<file path="src/rtl/fpu_pkg.sv">
// Shared FPU constants and stage-register types.
// Used by the integer-to-float conversion pipe.
package fpu_pkg;

  localparam int EXP_BIAS = 127;
  localparam int EXP_W    = 8;
  localparam int MAN_W    = 23;

  // Exponent of a value whose leading one sits at bit 31
  localparam logic [EXP_W-1:0] EXP_TOP = EXP_W'(EXP_BIAS + 31);

  typedef struct packed {
    logic             sign;
    logic [EXP_W-1:0] exp;
    logic [MAN_W-1:0] man;
  } float32_t;

  typedef struct packed {
    logic        vld;
    logic        sign;
    logic [31:0] mag;
  } s1_t;

  typedef struct packed {
    logic        vld;
    logic        sign;
    logic        zero;
    logic [5:0]  lzc;
    logic [30:0] norm;
  } s2_t;

  typedef struct packed {
    logic     vld;
    float32_t res;
  } s3_t;

endpackage

</file>
<file path="src/rtl/lzc32.sv">
// Combinational 32-bit leading-zero counter.
// An all-zero input reports 32.
module lzc32 (
  input  logic [31:0] i_data,
  output logic [5:0]  o_cnt
);

  always_comb begin
    o_cnt = 6'd32;
    for (int i = 0; i < 32; i++) begin
      if (i_data[i]) o_cnt = 6'(31 - i);
    end
  end

endmodule

</file>
<file path="src/rtl/itof_pipe.sv">
// Three-stage signed int32 to float32 converter, RNE.
// Whole pipe advances together; stall comes from the output.
module itof_pipe
  import fpu_pkg::*;
(
  input  logic        clk,
  input  logic        rstn,
  input  logic        in_valid,
  output logic        in_ready,
  input  logic [31:0] in_data,
  output logic        out_valid,
  input  logic        out_ready,
  output logic [31:0] out_data
);

  s1_t r_s1;
  s2_t r_s2;
  s3_t r_s3;

  logic        w_adv;
  logic [31:0] w_mag;
  logic [5:0]  w_lzc;
  logic        w_rnd;
  logic [23:0] w_man_sum;
  logic [7:0]  w_exp;
  float32_t    w_res;

  assign w_adv     = !r_s3.vld | out_ready;
  assign in_ready  = w_adv;
  assign out_valid = r_s3.vld;
  assign out_data  = r_s3.res;

  assign w_mag = in_data[31] ? (~in_data + 32'd1) : in_data;

  lzc32 u_lzc (
    .i_data (r_s1.mag),
    .o_cnt  (w_lzc)
  );

  // Guard/sticky/lsb sit just below the 23 kept bits
  assign w_rnd = r_s2.norm[7] &
                 ((|r_s2.norm[6:0]) | r_s2.norm[8]);

  assign w_man_sum = {1'b0, r_s2.norm[30:8]} +
                     {23'd0, w_rnd};

  assign w_exp = EXP_TOP - {2'b00, r_s2.lzc} +
                 {7'd0, w_man_sum[23]};

  always_comb begin
    w_res = '0;
    if (!r_s2.zero) begin
      w_res.sign = r_s2.sign;
      w_res.exp  = w_exp;
      w_res.man  = w_man_sum[22:0];
    end
  end

  always_ff @(posedge clk or negedge rstn) begin
    if (!rstn) begin
      r_s1 <= '0;
      r_s2 <= '0;
      r_s3 <= '0;
    end else if (w_adv) begin
      r_s1.vld <= in_valid;
      if (in_valid) begin
        r_s1.sign <= in_data[31];
        r_s1.mag  <= w_mag;
      end
      r_s2.vld <= r_s1.vld;
      if (r_s1.vld) begin
        r_s2.sign <= r_s1.sign;
        r_s2.zero <= (r_s1.mag == 32'd0);
        r_s2.lzc  <= w_lzc;
        r_s2.norm <= 31'(r_s1.mag << w_lzc);
      end
      r_s3.vld <= r_s2.vld;
      if (r_s2.vld) r_s3.res <= w_res;
    end
  end

endmodule

</file>
<file path="config.mk">
export PLATFORM = sky130hd
export DESIGN_NAME = itof_pipe
export DESIGN_NICKNAME = d
export VERILOG_FILES = /design/src/rtl/fpu_pkg.sv /design/src/rtl/lzc32.sv /design/src/rtl/itof_pipe.sv
export SDC_FILE = /design/constraint.sdc
export NUM_CORES = 1
export LEC_CHECK = 0
export ABC_CLOCK_PERIOD_IN_PS = 2950
export BUFFER_PORTS_ARGS = -buffer_cell sky130_fd_sc_hd__buf_2
export CORE_ASPECT_RATIO = 1.5
export CORE_MARGIN = 3
export CORE_UTILIZATION = 50
export DETAILED_ROUTE_END_ITERATION = 12
export GPL_ROUTABILITY_DRIVEN = 1
export PLACE_DENSITY = 0.72
export SLEW_MARGIN = 20
export SYNTH_ARGS = -nofsm -noshare
export SYNTH_HDL_FRONTEND = slang
export SYNTH_SLANG_ARGS = --single-unit
</file>
<file path="constraint.sdc">
create_clock -name clk -period 2.95 [get_ports clk]
set_input_delay 0.295 -clock clk [delete_from_list [all_inputs] [get_ports clk]]
set_output_delay 0.295 -clock clk [all_outputs]
set_load 0.005 [all_outputs]
</file>
==> impl_metrics.py <==
metrics = {
    "detailed_routing": {
        "first_pass_iters": 5,
        "drtIter0Drc": 459,
        "routedWlPerCell_um": 18.0,
        "drc": 0,
        "drtAntennaViolNets": 0,
        "viasPerCell": 6.02,
        "wl_um": 23600,
        "route.vias.total": 7876,
    },
    "synthesis": {
        "yosys.area_share.simple": 0.212,
        "synth_enable_flop_cells": 0,
        "yosys_most_used_dff": "dfrtp_1",
        "synth_area_leader_cell": "dfrtp_1",
        "synthCells": 913,
        "syn_nets": 953,
        "synth_area_leaders": "dfrtp_1, nand2_1, o21ai_0",
        "muxShareOfSynthArea": 0.0722,
        "ys_ff_latch": 107,
        "async_flop_share": 1.00,
        "netlist.area_leader.share": 0.358,
        "ys_seq_area_frac": 0.358,
        "yosysWarnings": 0,
        "ys_types": 69,
        "synth_compound_area_frac": 0.242,
        "synth-xor-area-share": 0.0631,
        "syn_area_per_cell_um2": 8.20,
        "synth_fa_ha_area_frac": 0.00668,
        "syn-cell-area_mm2": 0.00749,
        "synth_top_family_by_area": "compound AO/OA/AOI/OAI gates",
    },
    "pwr": {
        "p_sw_frac": 0.438,
        "p_int_mw": 5.47,
        "cellPowerDensity_mw_per_mm2": 967,
        "clock_power_share": 0.135,
        "seqPwrFrac": 0.258,
        "combPwrFrac": 0.607,
        "power.leakage_nw": 4.54,
        "power_switching_mw": 4.26,
        "ir_worst_vdd_uv": 436,
        "p_total_mw": 9.73,
    },
    "global_routing": {
        "grt-busiest-layer": "met2",
        "grt_use_total": 0.281,
        "grt.overflow.total": 0,
        "grt_max_degree": 66,
        "grt_pass1_wl_um": 37300,
        "use_met1": 0.286,
        "grt_pass1_vias": 7684,
        "antenna_found_initial": 0,
        "met2_usage": 0.532,
        "grt_use_met3": 0.0352,
    },
    "placed_design": {
        "port-buffer-count": 69,
        "place_congestion": 0.990,
        "dp.cells": 1271,
        "place_hpwl_um": 17900,
    },
    "floorplanning": {
        "io_pins": 70,
        "core_area_mm2": 0.0146,
        "start_util": 0.513,
        "die_x_um": 106,
        "fp.dieH_um": 156,
        "num_rows": 54,
        "die-area_mm2": 0.0165,
    },
    "setup_path": {
        "rrSetupSlack_ns": 0,
        "cp-end-kind": "flop",
        "worstSetupPathType": "in2reg",
        "crit_fanout": 3,
        "rr_startpoint": "r_s1[20]",
        "reg2reg_depth": 11,
        "r2r-end": "r_s2[20]",
        "arrival_ns": 3.29,
        "startpoint_type": "input port",
        "critPathRequiredTime_ns": 3.18,
    },
    "worst_hold_path": {
        "min_path_cells": 3,
        "hold_end": "r_s1[29]",
        "hold_class": "in2reg",
        "hold_start": "in_data[29]",
    },
    "layout": {
        "fin_cells": 1308,
        "layout-drive-gt1-share": 0.332,
        "utilization": 0.689,
        "syn2layout_area_growth_pct": 34.3,
        "nets": 1147,
        "n_antenna_cell": 0,
        "nFillCells": 1234,
    },
    "sta": {
        "grt_setup_unrepaired": "true",
        "hold_viol": 0,
        "skew_ns": 0.0110,
        "whs_ns": 0.222,
        "finalSetupTns_ns": -0.201,
        "post-route-period-util": 1.04,
        "relSlewSlack": 0.461,
        "period_minus_slack_ns": 3.06,
        "worst_pin_slew_ns": 0.804,
        "setup_viol": 4,
        "final_max_slew_viol_count": 0,
        "setup_ws_ns": -0.112,
        "fmax_mhz": 327,
    },
    "job": {
        "maxCapViolCount": 0,
    },
    "clock_network": {
        "root_buffer": "clkbuf_16",
        "worstSkewPairLatency_ns": 0.36,
        "cts_buffers": 9,
        "cts_max_level": 3,
        "clk_pin_slew_ns": 0.08,
        "cts_sinks": 107,
        "cts_tree": "built",
        "clockBufferDepth": 2,
    },
    "status": {
        "status": "finished with violations",
        "violations": "negative setup slack",
    },
}
[placed cells by master (no fill, tap or decap), types with 16 or more instances in the layout]
master / n
buf_4: 177
nand2_1: 158
dfrtp_1: 102
o21ai_0: 93
buf_2: 66
xor2_1: 44
nand3_1: 36
a21oi_1: 34
mux2i_1: 30
nor2_1: 28
o31ai_1: 20
inv_1: 18
nor3_1: 16
[metrics by stage]
stage	area (µm²)	setup slack (ns)
after floorplan	7590	-0.290
after global placement	9190	-0.490
after detailed placement	9190	-0.538
after CTS	9600	-0.109
after global routing	10100	-0.190
final	10100	-0.112
[registers in the layout (all words and copies together) (netlist names)]
register,count
out_data,32
r_s2,40
out_valid,1
r_s1,34
[power by group through the flow]
| stage | Clock (mW) | Combinational [mW] | Sequential [mW] |
|---|---|---|---|
| 6_report | 1.32 | 5.91 | 2.51 |
| 3_3_place_gp | 0 | 5.20 | 2.48 |
| 5_1_grt | 1.38 | 6.35 | 2.59 |
| 4_1_cts | 1.32 | 5.36 | 2.49 |
| 2_1_floorplan | 0 | 3.01 | 2.36 |
| 3_5_place_dp | 0 | 5.28 | 2.51 |
[worst max-delay path by stage]
stage / startpoint / to / slack [ns]
finish: in_data[4] / r_s1[28] / -0.11
global route: in_data[4] / r_s1[28] / -0.19
CTS: in_data[4] / r_s1[28] / -0.11
detailed placement: in_data[4] / r_s1[30] / -0.54
global placement: in_data[4] / r_s1[28] / -0.49
floorplan: in_data[4] / r_s1[28] / -0.29
[repair_timing]
item,4_1_cts,5_1_grt
setup endpoints to repair,17,29
buffers inserted,1,19
pin swaps,6,29
hold buffers,1,0
endpoints found under the hold margin,48,0
resized for setup,19,74
gates cloned,0,0
[kinds of logic after synthesis]
family / after synthesis
mux: 47
simple gates: 331
fa+ha+maj: 4
buf+inv: 93
flops: 107
compound gates: 277
xor+xnor: 54
[synth_stat cells (all sizes together) (4+ instances only)]
cell type  instances
nand2            160
dfrtp            107
o21ai            107
clkbuf            69
xor2              44
a21oi             41
nand3             37
mux2i             36
nor2              36
o31ai             26
inv               18
nor3              18
nor4              14
or4               14
o211ai            12
or3               12
a22oi             11
and2              10
xnor2             10
a211oi             8
a22o               8
and3               8
buf                6
mux2               6
o41ai              6
a21o               5
a32oi              5
mux4               5
nand2b             5
o31a               5
a221oi             4
a31oi              4
and4               4
ha                 4
nand4              4
[worst max-delay path: stages]
cell     delay [ns]
buf_6          0.09
or3_4          0.38
or3b_4         0.40
or3_4          0.38
or3_4          0.38
or3_4          0.38
or4_4          0.53
o31ai_4        0.20
xor2_1         0.18
o21ai_1        0.07
[area by class of cell]
type / instances / area (µm²) / share of cell area
clock buffers: 9 / 225 / 0.0224
clock inverters: 7 / 108 / 0.0107
inverters: 18 / 67.6 / 0.00672
multi-input cells: 713 / 4860 / 0.483
flip-flops and latches: 107 / 2680 / 0.267
well taps: 196 / 245 / 0.0244
repair buffers: 258 / 1870 / 0.186
[routing by layer]
layer	vias to the layer above	routed length, µm	share of wire
met5	-	0	0
met4	0	1920	0.082
met3	134	1020	0.043
met2	347	12100	0.52
met1	3666	8480	0.36
li1	3729	-	-
(Power assumes the default switching activity.)
